`config.mk`:
```
export PLATFORM = sky130hd
export DESIGN_NAME = id_ex_reg_flat
export DESIGN_NICKNAME = d
export VERILOG_FILES = /design/src/rtl/id_ex_reg_pkg.sv /design/src/rtl/id_ex_reg_if.sv /design/src/rtl/id_ex_reg_hazard_detect.sv /design/src/rtl/id_ex_reg.sv /design/src/flat_wrapper.sv
export SDC_FILE = /design/constraint.sdc
export NUM_CORES = 1
export LEC_CHECK = 0
export CORE_AREA = 2 2 146 148
export CTS_BUF_LIST = sky130_fd_sc_hd__clkbuf_16
export CTS_CLUSTER_DIAMETER = 120
export DETAILED_ROUTE_END_ITERATION = 8
export DIE_AREA = 0 0 148 150
export PLACE_DENSITY = 0.7
export SLEW_MARGIN = 20
export SYNTH_ARGS = -nofsm -noshare
export SYNTH_HDL_FRONTEND = slang
export SYNTH_HIERARCHICAL = 1
export SYNTH_SLANG_ARGS = --single-unit
```
`constraint.sdc`:
```
create_clock -name clk -period 6.2 [get_ports clk]
set_clock_uncertainty 0.15 [all_clocks]
set_input_delay 1.24 -clock clk [delete_from_list [all_inputs] [get_ports clk]]
set_output_delay 1.24 -clock clk [all_outputs]
set_load 0.1 [all_outputs]
```
`src/rtl/id_ex_reg_pkg.sv`:
```
// Shared definitions for the ID/EX pipeline register: default widths and the
// bit layout of the packed control bundle.
package id_ex_reg_pkg;

  localparam int XLEN_DEF   = 32;
  localparam int CTRL_W_DEF = 14;
  localparam int CNT_W_DEF  = 16;

  // Control bundle layout, MSB first: alu_op[3:0] alu_src mem_read mem_write
  // mem_size[2:0] reg_write mem_to_reg branch jump
  localparam int CTRL_JUMP         = 0;
  localparam int CTRL_BRANCH       = 1;
  localparam int CTRL_MEM_TO_REG   = 2;
  localparam int CTRL_REG_WRITE    = 3;
  localparam int CTRL_MEM_SIZE_LSB = 4;
  localparam int CTRL_MEM_SIZE_MSB = 6;
  localparam int CTRL_MEM_WRITE    = 7;
  localparam int CTRL_MEM_READ     = 8;
  localparam int CTRL_ALU_SRC      = 9;
  localparam int CTRL_ALU_OP_LSB   = 10;
  localparam int CTRL_ALU_OP_MSB   = 13;

  localparam logic [4:0] REG_X0 = 5'd0;

  function automatic logic reads_reg(input logic uses, input logic [4:0] idx,
                                     input logic [4:0] rd);
    return uses & (idx == rd);
  endfunction

endpackage

```
`src/rtl/id_ex_reg_if.sv`:
```
// ID-stage inputs and ID/EX-stage outputs of the pipeline register, bundled
// so the ID driver (master) and the register (slave) share one port.
interface id_ex_reg_if #(
  parameter int XLEN   = 32,
  parameter int CTRL_W = 14,
  parameter int CNT_W  = 16
);
  logic              hold;
  logic              flush;
  logic              in_valid;
  logic [XLEN-1:0]   in_pc;
  logic [4:0]        in_rs1;
  logic [4:0]        in_rs2;
  logic [4:0]        in_rd;
  logic              in_uses_rs1;
  logic              in_uses_rs2;
  logic [XLEN-1:0]   in_rs1_data;
  logic [XLEN-1:0]   in_rs2_data;
  logic [XLEN-1:0]   in_imm;
  logic [CTRL_W-1:0] in_ctrl;
  logic [4:0]        wb_rd;
  logic              wb_reg_write;
  logic              wb_valid;
  logic [XLEN-1:0]   wb_data;

  logic              id_ex_valid;
  logic [XLEN-1:0]   id_ex_pc;
  logic [XLEN-1:0]   id_ex_imm;
  logic [4:0]        id_ex_rs1;
  logic [4:0]        id_ex_rs2;
  logic [4:0]        id_ex_rd;
  logic [XLEN-1:0]   id_ex_rs1_data;
  logic [XLEN-1:0]   id_ex_rs2_data;
  logic [CTRL_W-1:0] id_ex_ctrl;
  logic              load_use_stall;
  logic              stall_if_id;
  logic [CNT_W-1:0]  bubble_count;

  modport master (
    output hold, flush, in_valid, in_pc, in_rs1, in_rs2, in_rd,
           in_uses_rs1, in_uses_rs2, in_rs1_data, in_rs2_data, in_imm, in_ctrl,
           wb_rd, wb_reg_write, wb_valid, wb_data,
    input  id_ex_valid, id_ex_pc, id_ex_imm, id_ex_rs1, id_ex_rs2, id_ex_rd,
           id_ex_rs1_data, id_ex_rs2_data, id_ex_ctrl, load_use_stall,
           stall_if_id, bubble_count
  );

  modport slave (
    input  hold, flush, in_valid, in_pc, in_rs1, in_rs2, in_rd,
           in_uses_rs1, in_uses_rs2, in_rs1_data, in_rs2_data, in_imm, in_ctrl,
           wb_rd, wb_reg_write, wb_valid, wb_data,
    output id_ex_valid, id_ex_pc, id_ex_imm, id_ex_rs1, id_ex_rs2, id_ex_rd,
           id_ex_rs1_data, id_ex_rs2_data, id_ex_ctrl, load_use_stall,
           stall_if_id, bubble_count
  );
endinterface

```
`src/rtl/id_ex_reg_hazard_detect.sv`:
```
// Combinational load-use comparator: a load sitting in EX whose destination
// is read by the instruction currently in ID.
module hazard_detect
  import id_ex_reg_pkg::*;
(
  input  logic       i_ex_valid,
  input  logic       i_ex_mem_read,
  input  logic [4:0] i_ex_rd,
  input  logic       i_id_valid,
  input  logic       i_flush,
  input  logic       i_hold,
  input  logic [4:0] i_id_rs1,
  input  logic [4:0] i_id_rs2,
  input  logic       i_id_uses_rs1,
  input  logic       i_id_uses_rs2,
  output logic       o_load_use
);
  logic w_ex_is_load;
  logic w_dep;

  // Loads to x0 never produce a value worth waiting for.
  assign w_ex_is_load = i_ex_valid & i_ex_mem_read & (i_ex_rd != REG_X0);
  assign w_dep        = reads_reg(i_id_uses_rs1, i_id_rs1, i_ex_rd) |
                        reads_reg(i_id_uses_rs2, i_id_rs2, i_ex_rd);
  assign o_load_use   = w_ex_is_load & i_id_valid & ~i_flush & ~i_hold & w_dep;

endmodule

```
`src/rtl/id_ex_reg.sv`:
```
// ID/EX pipeline register with load-use bubble insertion and a saturating
// bubble counter. Optional writeback bypass: define ID_EX_WB_BYPASS_EN.
module id_ex_reg
  import id_ex_reg_pkg::*;
#(
  parameter int XLEN   = XLEN_DEF,
  parameter int CTRL_W = CTRL_W_DEF,
  parameter int CNT_W  = CNT_W_DEF
) (
  input  logic       clk,
  input  logic       rst,
  id_ex_reg_if.slave bus
);
  localparam logic [CNT_W-1:0] CNT_MAX = {CNT_W{1'b1}};
  localparam logic [CNT_W-1:0] CNT_ONE = {{(CNT_W-1){1'b0}}, 1'b1};

  logic              r_valid;
  logic [XLEN-1:0]   r_pc;
  logic [XLEN-1:0]   r_imm;
  logic [4:0]        r_rs1;
  logic [4:0]        r_rs2;
  logic [4:0]        r_rd;
  logic [XLEN-1:0]   r_rs1_data;
  logic [XLEN-1:0]   r_rs2_data;
  logic [CTRL_W-1:0] r_ctrl;
  logic [CNT_W-1:0]  r_cnt;

  logic              w_valid_nxt;
  logic [XLEN-1:0]   w_pc_nxt;
  logic [XLEN-1:0]   w_imm_nxt;
  logic [4:0]        w_rs1_nxt;
  logic [4:0]        w_rs2_nxt;
  logic [4:0]        w_rd_nxt;
  logic [XLEN-1:0]   w_rs1_data_nxt;
  logic [XLEN-1:0]   w_rs2_data_nxt;
  logic [CTRL_W-1:0] w_ctrl_nxt;
  logic [CNT_W-1:0]  w_cnt_nxt;

  logic              w_load_use;
  logic              w_byp1;
  logic              w_byp2;
  logic [XLEN-1:0]   w_rs1_data_cap;
  logic [XLEN-1:0]   w_rs2_data_cap;

  hazard_detect u_hazard (
    .i_ex_valid    (r_valid),
    .i_ex_mem_read (r_ctrl[CTRL_MEM_READ]),
    .i_ex_rd       (r_rd),
    .i_id_valid    (bus.in_valid),
    .i_flush       (bus.flush),
    .i_hold        (bus.hold),
    .i_id_rs1      (bus.in_rs1),
    .i_id_rs2      (bus.in_rs2),
    .i_id_uses_rs1 (bus.in_uses_rs1),
    .i_id_uses_rs2 (bus.in_uses_rs2),
    .o_load_use    (w_load_use)
  );

`ifdef ID_EX_WB_BYPASS_EN
  // Writeback landing in the capture cycle overrides the stale regfile read.
  assign w_byp1 = bus.wb_valid & bus.wb_reg_write & (bus.wb_rd != REG_X0) &
                  (bus.wb_rd == bus.in_rs1);
  assign w_byp2 = bus.wb_valid & bus.wb_reg_write & (bus.wb_rd != REG_X0) &
                  (bus.wb_rd == bus.in_rs2);
`else
  assign w_byp1 = 1'b0;
  assign w_byp2 = 1'b0;
`endif

  assign w_rs1_data_cap = w_byp1 ? bus.wb_data : bus.in_rs1_data;
  assign w_rs2_data_cap = w_byp2 ? bus.wb_data : bus.in_rs2_data;

  // Next-state selection: hold > flush > load-use bubble > capture.
  always_comb begin
    w_valid_nxt    = r_valid;
    w_pc_nxt       = r_pc;
    w_imm_nxt      = r_imm;
    w_rs1_nxt      = r_rs1;
    w_rs2_nxt      = r_rs2;
    w_rd_nxt       = r_rd;
    w_rs1_data_nxt = r_rs1_data;
    w_rs2_data_nxt = r_rs2_data;
    w_ctrl_nxt     = r_ctrl;
    w_cnt_nxt      = r_cnt;
    if (bus.hold) begin
      w_cnt_nxt = r_cnt;
    end else if (bus.flush || w_load_use || !bus.in_valid) begin
      // Invalid ID slots are zeroed too, so no stale rd can match downstream.
      w_valid_nxt    = 1'b0;
      w_pc_nxt       = {XLEN{1'b0}};
      w_imm_nxt      = {XLEN{1'b0}};
      w_rs1_nxt      = 5'd0;
      w_rs2_nxt      = 5'd0;
      w_rd_nxt       = 5'd0;
      w_rs1_data_nxt = {XLEN{1'b0}};
      w_rs2_data_nxt = {XLEN{1'b0}};
      w_ctrl_nxt     = {CTRL_W{1'b0}};
      if (w_load_use && (r_cnt != CNT_MAX)) begin
        w_cnt_nxt = r_cnt + CNT_ONE;
      end else begin
        w_cnt_nxt = r_cnt;
      end
    end else begin
      w_valid_nxt    = 1'b1;
      w_pc_nxt       = bus.in_pc;
      w_imm_nxt      = bus.in_imm;
      w_rs1_nxt      = bus.in_rs1;
      w_rs2_nxt      = bus.in_rs2;
      w_rd_nxt       = bus.in_rd;
      w_rs1_data_nxt = w_rs1_data_cap;
      w_rs2_data_nxt = w_rs2_data_cap;
      w_ctrl_nxt     = bus.in_ctrl;
    end
  end

  // Pipeline state, cleared asynchronously.
  always_ff @(posedge clk or posedge rst) begin
    if (rst) begin
      r_valid    <= 1'b0;
      r_pc       <= {XLEN{1'b0}};
      r_imm      <= {XLEN{1'b0}};
      r_rs1      <= 5'd0;
      r_rs2      <= 5'd0;
      r_rd       <= 5'd0;
      r_rs1_data <= {XLEN{1'b0}};
      r_rs2_data <= {XLEN{1'b0}};
      r_ctrl     <= {CTRL_W{1'b0}};
      r_cnt      <= {CNT_W{1'b0}};
    end else begin
      r_valid    <= w_valid_nxt;
      r_pc       <= w_pc_nxt;
      r_imm      <= w_imm_nxt;
      r_rs1      <= w_rs1_nxt;
      r_rs2      <= w_rs2_nxt;
      r_rd       <= w_rd_nxt;
      r_rs1_data <= w_rs1_data_nxt;
      r_rs2_data <= w_rs2_data_nxt;
      r_ctrl     <= w_ctrl_nxt;
      r_cnt      <= w_cnt_nxt;
    end
  end

  assign bus.id_ex_valid    = r_valid;
  assign bus.id_ex_pc       = r_pc;
  assign bus.id_ex_imm      = r_imm;
  assign bus.id_ex_rs1      = r_rs1;
  assign bus.id_ex_rs2      = r_rs2;
  assign bus.id_ex_rd       = r_rd;
  assign bus.id_ex_rs1_data = r_rs1_data;
  assign bus.id_ex_rs2_data = r_rs2_data;
  assign bus.id_ex_ctrl     = r_ctrl;
  assign bus.bubble_count   = r_cnt;
  assign bus.load_use_stall = w_load_use;
  assign bus.stall_if_id    = bus.hold | w_load_use;

endmodule

```
`src/flat_wrapper.sv`:
```
// flat-port wrapper written by rule: the top's interface ports become plain ports
module id_ex_reg_flat import id_ex_reg_pkg::*;
#(
  parameter int XLEN   = XLEN_DEF,
  parameter int CTRL_W = CTRL_W_DEF,
  parameter int CNT_W  = CNT_W_DEF
)
  (clk, rst, bus_hold, bus_flush, bus_in_valid, bus_in_pc, bus_in_rs1, bus_in_rs2, bus_in_rd, bus_in_uses_rs1, bus_in_uses_rs2, bus_in_rs1_data, bus_in_rs2_data, bus_in_imm, bus_in_ctrl, bus_wb_rd, bus_wb_reg_write, bus_wb_valid, bus_wb_data, bus_id_ex_valid, bus_id_ex_pc, bus_id_ex_imm, bus_id_ex_rs1, bus_id_ex_rs2, bus_id_ex_rd, bus_id_ex_rs1_data, bus_id_ex_rs2_data, bus_id_ex_ctrl, bus_load_use_stall, bus_stall_if_id, bus_bubble_count);
  id_ex_reg_if #(.XLEN(XLEN), .CTRL_W(CTRL_W), .CNT_W(CNT_W)) bus_i ();
  input  logic clk;
  input  logic rst;
  input wire logic [$bits(bus_i.hold)-1:0] bus_hold;
  input wire logic [$bits(bus_i.flush)-1:0] bus_flush;
  input wire logic [$bits(bus_i.in_valid)-1:0] bus_in_valid;
  input wire logic [$bits(bus_i.in_pc)-1:0] bus_in_pc;
  input wire logic [$bits(bus_i.in_rs1)-1:0] bus_in_rs1;
  input wire logic [$bits(bus_i.in_rs2)-1:0] bus_in_rs2;
  input wire logic [$bits(bus_i.in_rd)-1:0] bus_in_rd;
  input wire logic [$bits(bus_i.in_uses_rs1)-1:0] bus_in_uses_rs1;
  input wire logic [$bits(bus_i.in_uses_rs2)-1:0] bus_in_uses_rs2;
  input wire logic [$bits(bus_i.in_rs1_data)-1:0] bus_in_rs1_data;
  input wire logic [$bits(bus_i.in_rs2_data)-1:0] bus_in_rs2_data;
  input wire logic [$bits(bus_i.in_imm)-1:0] bus_in_imm;
  input wire logic [$bits(bus_i.in_ctrl)-1:0] bus_in_ctrl;
  input wire logic [$bits(bus_i.wb_rd)-1:0] bus_wb_rd;
  input wire logic [$bits(bus_i.wb_reg_write)-1:0] bus_wb_reg_write;
  input wire logic [$bits(bus_i.wb_valid)-1:0] bus_wb_valid;
  input wire logic [$bits(bus_i.wb_data)-1:0] bus_wb_data;
  output wire logic [$bits(bus_i.id_ex_valid)-1:0] bus_id_ex_valid;
  output wire logic [$bits(bus_i.id_ex_pc)-1:0] bus_id_ex_pc;
  output wire logic [$bits(bus_i.id_ex_imm)-1:0] bus_id_ex_imm;
  output wire logic [$bits(bus_i.id_ex_rs1)-1:0] bus_id_ex_rs1;
  output wire logic [$bits(bus_i.id_ex_rs2)-1:0] bus_id_ex_rs2;
  output wire logic [$bits(bus_i.id_ex_rd)-1:0] bus_id_ex_rd;
  output wire logic [$bits(bus_i.id_ex_rs1_data)-1:0] bus_id_ex_rs1_data;
  output wire logic [$bits(bus_i.id_ex_rs2_data)-1:0] bus_id_ex_rs2_data;
  output wire logic [$bits(bus_i.id_ex_ctrl)-1:0] bus_id_ex_ctrl;
  output wire logic [$bits(bus_i.load_use_stall)-1:0] bus_load_use_stall;
  output wire logic [$bits(bus_i.stall_if_id)-1:0] bus_stall_if_id;
  output wire logic [$bits(bus_i.bubble_count)-1:0] bus_bubble_count;
  assign bus_i.hold = bus_hold;
  assign bus_i.flush = bus_flush;
  assign bus_i.in_valid = bus_in_valid;
  assign bus_i.in_pc = bus_in_pc;
  assign bus_i.in_rs1 = bus_in_rs1;
  assign bus_i.in_rs2 = bus_in_rs2;
  assign bus_i.in_rd = bus_in_rd;
  assign bus_i.in_uses_rs1 = bus_in_uses_rs1;
  assign bus_i.in_uses_rs2 = bus_in_uses_rs2;
  assign bus_i.in_rs1_data = bus_in_rs1_data;
  assign bus_i.in_rs2_data = bus_in_rs2_data;
  assign bus_i.in_imm = bus_in_imm;
  assign bus_i.in_ctrl = bus_in_ctrl;
  assign bus_i.wb_rd = bus_wb_rd;
  assign bus_i.wb_reg_write = bus_wb_reg_write;
  assign bus_i.wb_valid = bus_wb_valid;
  assign bus_i.wb_data = bus_wb_data;
  assign bus_id_ex_valid = bus_i.id_ex_valid;
  assign bus_id_ex_pc = bus_i.id_ex_pc;
  assign bus_id_ex_imm = bus_i.id_ex_imm;
  assign bus_id_ex_rs1 = bus_i.id_ex_rs1;
  assign bus_id_ex_rs2 = bus_i.id_ex_rs2;
  assign bus_id_ex_rd = bus_i.id_ex_rd;
  assign bus_id_ex_rs1_data = bus_i.id_ex_rs1_data;
  assign bus_id_ex_rs2_data = bus_i.id_ex_rs2_data;
  assign bus_id_ex_ctrl = bus_i.id_ex_ctrl;
  assign bus_load_use_stall = bus_i.load_use_stall;
  assign bus_stall_if_id = bus_i.stall_if_id;
  assign bus_bubble_count = bus_i.bubble_count;
  id_ex_reg #(.XLEN(XLEN), .CTRL_W(CTRL_W), .CNT_W(CNT_W)) u_core (.clk(clk), .rst(rst), .bus(bus_i));
endmodule
```
**Word level (Yosys, flattened, before mapping)**

Index checks and enable logic that the tools add are counted.

- $add $sub $neg: 1
- Equal/unequal tests: 3
- Muxes and demuxes: 9
- Bitwise operators: 12
- Reduce and logical (&&, ||, !) cells: 6

Operators with widths:

| cell | count |
|---|---|
| 2-to-1 mux 32 bit | 4 |
| adder 16 x 1 -> 16 bit, second input constant | 1 |
| != test 16 bit, second input constant | 1 |
| 2-to-1 mux 5 bit | 3 |
| 2-to-1 mux 14 bit | 1 |
| == test 5 bit | 2 |
| bitwise AND 1 bit | 8 |
| nonzero test 5 bit | 1 |
| AND reduction 3 bit | 1 |
| logical OR 1 bit | 2 |
| inverter 1 bit | 2 |
| OR 1 bit | 2 |
| logical AND 1 bit | 1 |
| logical NOT 1 bit | 1 |
| 2-to-1 mux 1 bit | 1 |

- Flip-flop bits (word level): 174
- Input port bits: 203
- Output and inout port bits: 176
- Word-level logic and storage cells: 41

**Longest topological paths before layout**

Gate-level depths: netlist of the first run.

- Depth in word-level cells: 9
- Depth in mapped cells: 9
- Depth with buffers taken out: 8

**By module**

The synthesis of the first run kept the hierarchy.

By module, submodules not included:

| module | times used | cells an instance | area an instance (um^2) | seq. area each (um^2) |
|---|---|---|---|---|
| id_ex_reg | 1 | 426 | 6,338.6 | 4,354.2 |
| hazard_detect | 1 | 19 | 143.9 | 0.0 |

**Least setup slack after synthesis of the first run**

Ideal clock, no wire load.

- Path type: input to output
- From: in bus_in_rs2[2]
- To: out bus_stall_if_id
- Arrival time: 4.262 ns
- Required time: 4.810 ns
- Setup slack: 0.548 ns
- Cell stages on the path: 5
- Path buffers: 0
- Path through: xor2_1 -> nor4_1 -> nand3_1 -> a21oi_1 -> or2_1

- Word-level cells in the longest chain between the ends: 5

Ends and longest elaborated chain:

| element | line | text |
|---|---|---|
| start, declared | flat_wrapper.sv:17 | `input wire logic [$bits(bus_i.in_rs2)-1:0] bus_in_rs2;` |
| == test 5 bit | id_ex_reg_pkg.sv:27 | `return uses & (idx == rd);` |
| bitwise AND 1 bit | id_ex_reg_pkg.sv:27 |  |
| OR 1 bit | id_ex_reg_hazard_detect.sv:23 | `assign w_dep = reads_reg(i_id_uses_rs1, i_id_rs1, i_ex_rd) \|` |
| bitwise AND 1 bit | id_ex_reg_hazard_detect.sv:25 | `assign o_load_use = w_ex_is_load & i_id_valid & ~i_flush & ~i_hold & w_dep;` |
| net bus_load_use_stall | flat_wrapper.sv:38 | `output wire logic [$bits(bus_i.load_use_stall)-1:0] bus_load_use_stall;` |
| OR 1 bit | id_ex_reg.sv:154 | `assign bus.stall_if_id = bus.hold \| w_load_use;` |
| end, declared | flat_wrapper.sv:39 | `output wire logic [$bits(bus_i.stall_if_id)-1:0] bus_stall_if_id;` |

The timed path passes the listed nets, and every way through them passes these cells.

**Worst setup path after layout of the first run**

- From: in bus_in_rs2[4]
- To: out bus_stall_if_id

- Word-level cells in the longest chain between the ends: 5

Ends and longest elaborated chain:

| element | line |
|---|---|
| == test 5 bit | id_ex_reg_pkg.sv:27 |
| bitwise AND 1 bit | id_ex_reg_pkg.sv:27 |
| OR 1 bit | id_ex_reg_hazard_detect.sv:23 |
| bitwise AND 1 bit | id_ex_reg_hazard_detect.sv:25 |
| OR 1 bit | id_ex_reg.sv:154 |

No other way between the ends.

==> results of run 1 <==
==> power by group <==
group | internal, mW | total [mW] | switching (mW)
clock | 0.569 | 1.05 | 0.481
sequential | 1.19 | 1.23 | 0.0363
combinational | 0.234 | 0.781 | 0.547
==> area by class of cell <==
type	instances	area, µm²	share of cell area [%]
inverters	2	12.5	0.117
well taps	275	344	3.23
repair buffers	344	3440	32.2
multi-input cells	234	1940	18.2
clock buffers	17	425	3.99
clock inverters	15	151	1.42
flip-flops and latches	174	4350	40.8
==> synth_stat cells <==
cell / instances
dfrtp_1: 174
a22o_1: 157
clkbuf_1: 17
xor2_1: 16
buf_4: 10
buf_2: 8
nand2_1: 7
nor3_1: 7
xnor2_1: 7
nand4_1: 5
and3_1: 4
nand3_1: 4
a21oi_1: 2
inv_1: 2
nor2_1: 2
nor4_1: 2
or2_2: 2
a21o_1: 1
a31oi_1: 1
and3b_1: 1
and4_1: 1
ha_1: 1
mux2_1: 1
mux2_2: 1
nand2b_1: 1
nand4_2: 1
nor2_2: 1
nor2b_1: 1
nor3b_1: 1
nor3b_4: 1
nor4_4: 1
nor4b_1: 1
o211ai_2: 1
o21ai_0: 1
or2_1: 1
or4_1: 1
==> state kept, by name (all words and copies together), names as in the netlist <==
register                   count
u_core/bus.bubble_count       16
u_core/bus.id_ex_ctrl         14
u_core/bus.id_ex_imm          32
u_core/bus.id_ex_pc           32
u_core/bus.id_ex_rd            5
u_core/bus.id_ex_rs1           5
u_core/bus.id_ex_rs1_data     32
u_core/bus.id_ex_rs2           5
u_core/bus.id_ex_rs2_data     32
u_core/bus.id_ex_valid         1
==> stage by stage <==
step	cell area (µm²)	std cells	worst slack, ps	power [mW]	util, %
after floorplan	6480	445	93.2	1.77	-
after global placement	10100	1029	1360	2.03	48.8
after detailed placement	10100	1029	1360	2.03	48.8
after CTS	10700	1061	1350	3.10	51.5
after global routing	10700	1061	1200	3.19	51.5
final	10700	1061	1450	3.06	51.5
==> metal layers <==
metal / track usage [%] / vias up
met5: 0 / -
met4: 6.19 / 0
met3: 6.10 / 19
met2: 26.5 / 244
met1: 21.2 / 2444
li1: - / 2365
==> worst paths after layout <==
path                                           endpoint  slack, ps  cells past startpoint
max in group asynchronous       u_core/bus.id_ex_rs2[1]       3580                      3
min reg2reg                     u_core/bus.id_ex_pc[15]        360                      1
max                                     bus_stall_if_id       1450                      7
min                             u_core/bus.id_ex_pc[15]        360                      1
min in group asynchronous  u_core/bus.id_ex_rs2_data[9]       1190                      2
max reg2reg                    u_core/bus.id_ex_ctrl[3]       3160                      7
==> logic make-up after synthesis <==
logic type               after synthesis  synth area share [%]
flip-flops                           174                  67.2
AO/OA/AOI/OAI                        163                  21.8
AND/OR/NAND/NOR                       45                  4.46
buffers and inverters                 37                  2.88
XOR/XNOR                              23                  3.11
multiplexers                           2                 0.347
adder cells (fa/ha/maj)                1                 0.193
==> impl_metrics.json, run 1 <==
{
  "outcome": "finished, final reports clean",
  "max_clock_freq_ghz": 0.211,
  "num-nets-final": 977,
  "synth_area_leaders": "dfrtp_1 67%, a22o_1 21%, xor2_1 2.2%",
  "cp_top_family": "buffers and inverters",
  "overflow": 0,
  "antenna_left": 0,
  "diodes": 0,
  "path_clk_slew_ps": 60,
  "yosysTopAreaCellShare_pct": 67.2,
  "ys_seq_elements": 174,
  "cts_buffers": 17,
  "cts_resized": 0,
  "crit_start": "bus_in_rs2[4]",
  "final_common_cell": "clkdlybuf4s50_1",
  "drc": 0,
  "nFillCells": 1810,
  "worst_pin_slew_ps": 1030,
  "ir_drop_v": 0.000145,
  "grt_usage_pct": 16.8,
  "max_slew_margin_pct": 30.9,
  "drt_iter0_markers": 188,
  "cap_violations": 0,
  "clock-sinks": 174,
  "ctsHoldBuffers": 0,
  "ys_seq_area_share_pct": 67.2,
  "min_from": "u_core/bus.id_ex_pc[15]",
  "fin_setup_tns_ps": 0,
  "cts_tree": "done",
  "top_layer": "met4",
  "die_width_um": 148,
  "yosys.area.top_type": "dfrtp_1",
  "synth.cell_area_um2": 6480,
  "portBuffers": 339,
  "cp.arrival_ps": 3360,
  "drtPass1Iterations": 4,
  "io_pins": 379,
  "routed_via_density": 4.78,
  "crit_path_end_kind": "primary output",
  "slowest_stage": "a21oi_1",
  "clk_root_buffer_cell": "clkbuf_16",
  "clock_latency_ps": 420,
  "wl_met2_um": 8800,
  "grt_max_degree": 159,
  "grt_pass1_wl_um": 29200,
  "die_h_um": 150,
  "grt_pass1_vias": 5237,
  "setup-violations-final": 0,
  "ctsLongestPathBuffers": 2,
  "die-area_um2": 22200,
  "core_um2": 20700,
  "via_count": 5072,
  "maxSlewViolCount": 0,
  "synth.avg_cell_area_um2": 14.6,
  "post-route-min-period_ps": 4750,
  "worst-path-buf-inv": 2,
  "rows": 53,
  "most-common-layout-cells": "336 x clkdlybuf4s50_1, 174 x dfrtp_1, 157 x a22o_1",
  "synth_cells": 445,
  "critical-path-max-stage-delay_ps": 490,
  "cp.required_ps": 4810,
  "cts_max_level": 4,
  "timing.rr.start": "u_core/bus.id_ex_rd[2]",
  "ys_warn_count": 6,
  "grt_setup_unrepaired": "no",
  "dpl.hpwl_um": 13100,
  "drive_above_1_share_pct": 5.98,
  "m1WireLength_um": 8150,
  "min_path_type": "reg -> reg",
  "worstSetupPathType": "in -> out",
  "whs_ps": 360,
  "initial_core_util_pct": 31.3,
  "worstPathCellList": "clkdlybuf4s50_1 > xor2_1 > nor4_1 > nand3_1 > a21oi_1 > or2_1 > buf_4",
  "hold_viol_final": 0,
  "crit_path_start_kind": "input pin",
  "routedWlPerCell_um": 17.9,
  "wirelength_um": 19000,
  "grt_antenna_before_repair": 0,
  "wl_met3_um": 1740,
  "syn_nets": 649,
  "post_cts_buffers": 0,
  "leakagePower_nw": 4.76,
  "syn2layout_area_growth_pct": 64.5,
  "period_share_pct": 76.6,
  "p_per_area_nw_per_um2": 287,
  "gp_congestion": 0.767,
  "crit_fanout": 5,
  "yosysUniqueCellTypes": 36
}
No activity file was read; power rests on OpenSTA's default activity.
==> inputs of run 2 (changes only) <==
--- a/config.mk
+++ b/config.mk
@@ -10,7 +10,7 @@
 export CTS_CLUSTER_DIAMETER = 120
 export DETAILED_ROUTE_END_ITERATION = 8
 export DIE_AREA = 0 0 148 150
-export PLACE_DENSITY = 0.7
+export PLACE_DENSITY = 0.68
 export SLEW_MARGIN = 20
 export SYNTH_ARGS = -nofsm -noshare
 export SYNTH_HDL_FRONTEND = slang
==> constraint.sdc (replaced) <==
create_clock -name clk -period 4.4 [get_ports clk]
set_clock_uncertainty 0.15 [all_clocks]
set_input_delay 0.88 -clock clk [delete_from_list [all_inputs] [get_ports clk]]
set_output_delay 0.88 -clock clk [all_outputs]
set_load 0.1 [all_outputs]
==> run 2 against run 1 <==
Net effect:
- hold slack worse by 1.8 ps
- clock-buffer cell count stayed put
- sequential share of layout area down 0.38 points
- critical path depth increased by 1
- wire length increased by 0.23%
- utilization grew 0.48 points
- clock power rose by 44%
==> impl_metrics.json, run 2 (synthesized netlist as in run 1, its figures left out) <==
{
  "drtPass1Iterations": 4,
  "clk_root_buffer_cell": "clkbuf_16",
  "syn2layout_area_growth_pct": 66.1,
  "io_pins": 379,
  "overflow": 0,
  "worstPathCellList": "clkdlybuf4s50_1 > xor2_1 > nor4_1 > nand3_1 > a21oi_2 > buf_4 > or2_1 > buf_12",
  "leakagePower_nw": 4.79,
  "cp.required_ps": 3370,
  "drc": 0,
  "post-place-cells": 1030,
  "max_slew_margin_pct": 29.9,
  "cts_resized": 0,
  "final_common_cell": "clkdlybuf4s50_1",
  "core_um2": 20700,
  "rows": 53,
  "ir_drop_v": 0.000232,
  "grt_antenna_before_repair": 1,
  "initial_core_util_pct": 31.3,
  "crit_fanout": 5,
  "dpl.hpwl_um": 12900,
  "grt_setup_unrepaired": "no",
  "grt_max_degree": 175,
  "antenna_left": 0,
  "maxSlewViolCount": 0,
  "ctsLongestPathBuffers": 2,
  "routedWlPerCell_um": 17.9,
  "p_per_area_nw_per_um2": 403,
  "gp_congestion": 0.760,
  "crit_path_start_kind": "input pin",
  "fin_setup_tns_ps": 0,
  "setup-violations-final": 0,
  "drive_above_1_share_pct": 6.35,
  "cts_max_level": 4,
  "max_clock_freq_ghz": 0.268,
  "path_clk_slew_ps": 70,
  "cp.arrival_ps": 2700,
  "period_share_pct": 84.8,
  "fin_cells": 1064,
  "cts_tree": "done",
  "critical-path-max-stage-delay_ps": 440,
  "num-nets-final": 979,
  "routed_via_density": 4.82,
  "portBuffers": 339,
  "cap_violations": 0,
  "fin_ws_ps": 670,
  "r2r_slack_ps": 1540,
  "cts_buffers": 17,
  "grt_pass1_wl_um": 29400,
  "worst_pin_slew_ps": 1050,
  "via_count": 5130,
  "slowest_stage": "clkdlybuf4s50_1",
  "wirelength_um": 19100,
  "outcome": "finished, final reports clean",
  "placed_area_um2": 10100,
  "grt_pass1_vias": 5197,
  "drt_iter0_markers": 184,
  "post_cts_buffers": 0,
  "ctsHoldBuffers": 0,
  "min_path_type": "reg -> reg",
  "die_width_um": 148,
  "dpl_worst_slack_ps": 655,
  "whs_ps": 358,
  "most-common-layout-cells": "336 x clkdlybuf4s50_1, 174 x dfrtp_1, 157 x a22o_1",
  "grt_usage_pct": 17.0,
  "clock-sinks": 174,
  "worstSetupPathType": "in -> out",
  "crit_path_end_kind": "primary output",
  "die_h_um": 150,
  "die-area_um2": 22200,
  "fin_area_um2": 10800,
  "post-route-min-period_ps": 3730,
  "clock_latency_ps": 410,
  "hold_viol_final": 0
}
==> run 2: critical path: cells and delay by family <==
family / cells / cell delay [ps]
buf+inv: 3 / 810
xor+xnor: 1 / 160
compound gates: 1 / 150
simple gates: 3 / 700
==> run 2: path summary, 6_finish.rpt <==
check	startpoint	end	cells past startpoint
min in group asynchronous	rst	u_core/bus.id_ex_rs1_data[16]	3
worst min-delay path	u_core/bus.id_ex_imm[1]	u_core/bus.id_ex_imm[1]	1
worst min register to register	u_core/bus.id_ex_imm[1]	u_core/bus.id_ex_imm[1]	1
max in group asynchronous	rst	u_core/bus.id_ex_pc[18]	3
worst max-delay path	bus_in_rs2[2]	bus_stall_if_id	8
worst max register to register	u_core/bus.id_ex_rd[4]	u_core/bus.id_ex_rs2_data[3]	8
==> run 2: routing by layer <==
metal  up-vias  part of all wire, %  track usage (%)
met5         -                    0                0
met3        26                  9.8             6.43
met4         0                  1.8             5.38
met1      2497                   42             21.5
li1       2365                    -                -
met2       242                   46             27.0
==> run 2: area by class of cell <==
type | instances | area, µm²
fillers | 1804 | 9920
inverters | 2 | 11.3
well taps | 275 | 344
clock inverters | 15 | 161
repair buffers | 346 | 3520
diodes | 1 | 2.50
clock buffers | 17 | 425
multi-input cells | 234 | 1950
flip-flops and latches | 174 | 4350
==> run 2: where the power goes <==
part / total [mW] / internal [mW] / switching, mW / leakage (nW)
Sequential: 1.73 / 1.68 / 0.0493 / 2.35
Clock: 1.51 / 0.846 / 0.660 / 0.286
Combinational: 1.11 / 0.335 / 0.773 / 2.16
==> run 2: per-stage QoR <==
stage	util [%]	total power, mW
after CTS	51.9	4.40
after global placement	49.1	2.87
after global routing	52.0	4.52
final	52.0	4.34
after floorplan	-	2.50
after detailed placement	49.1	2.87
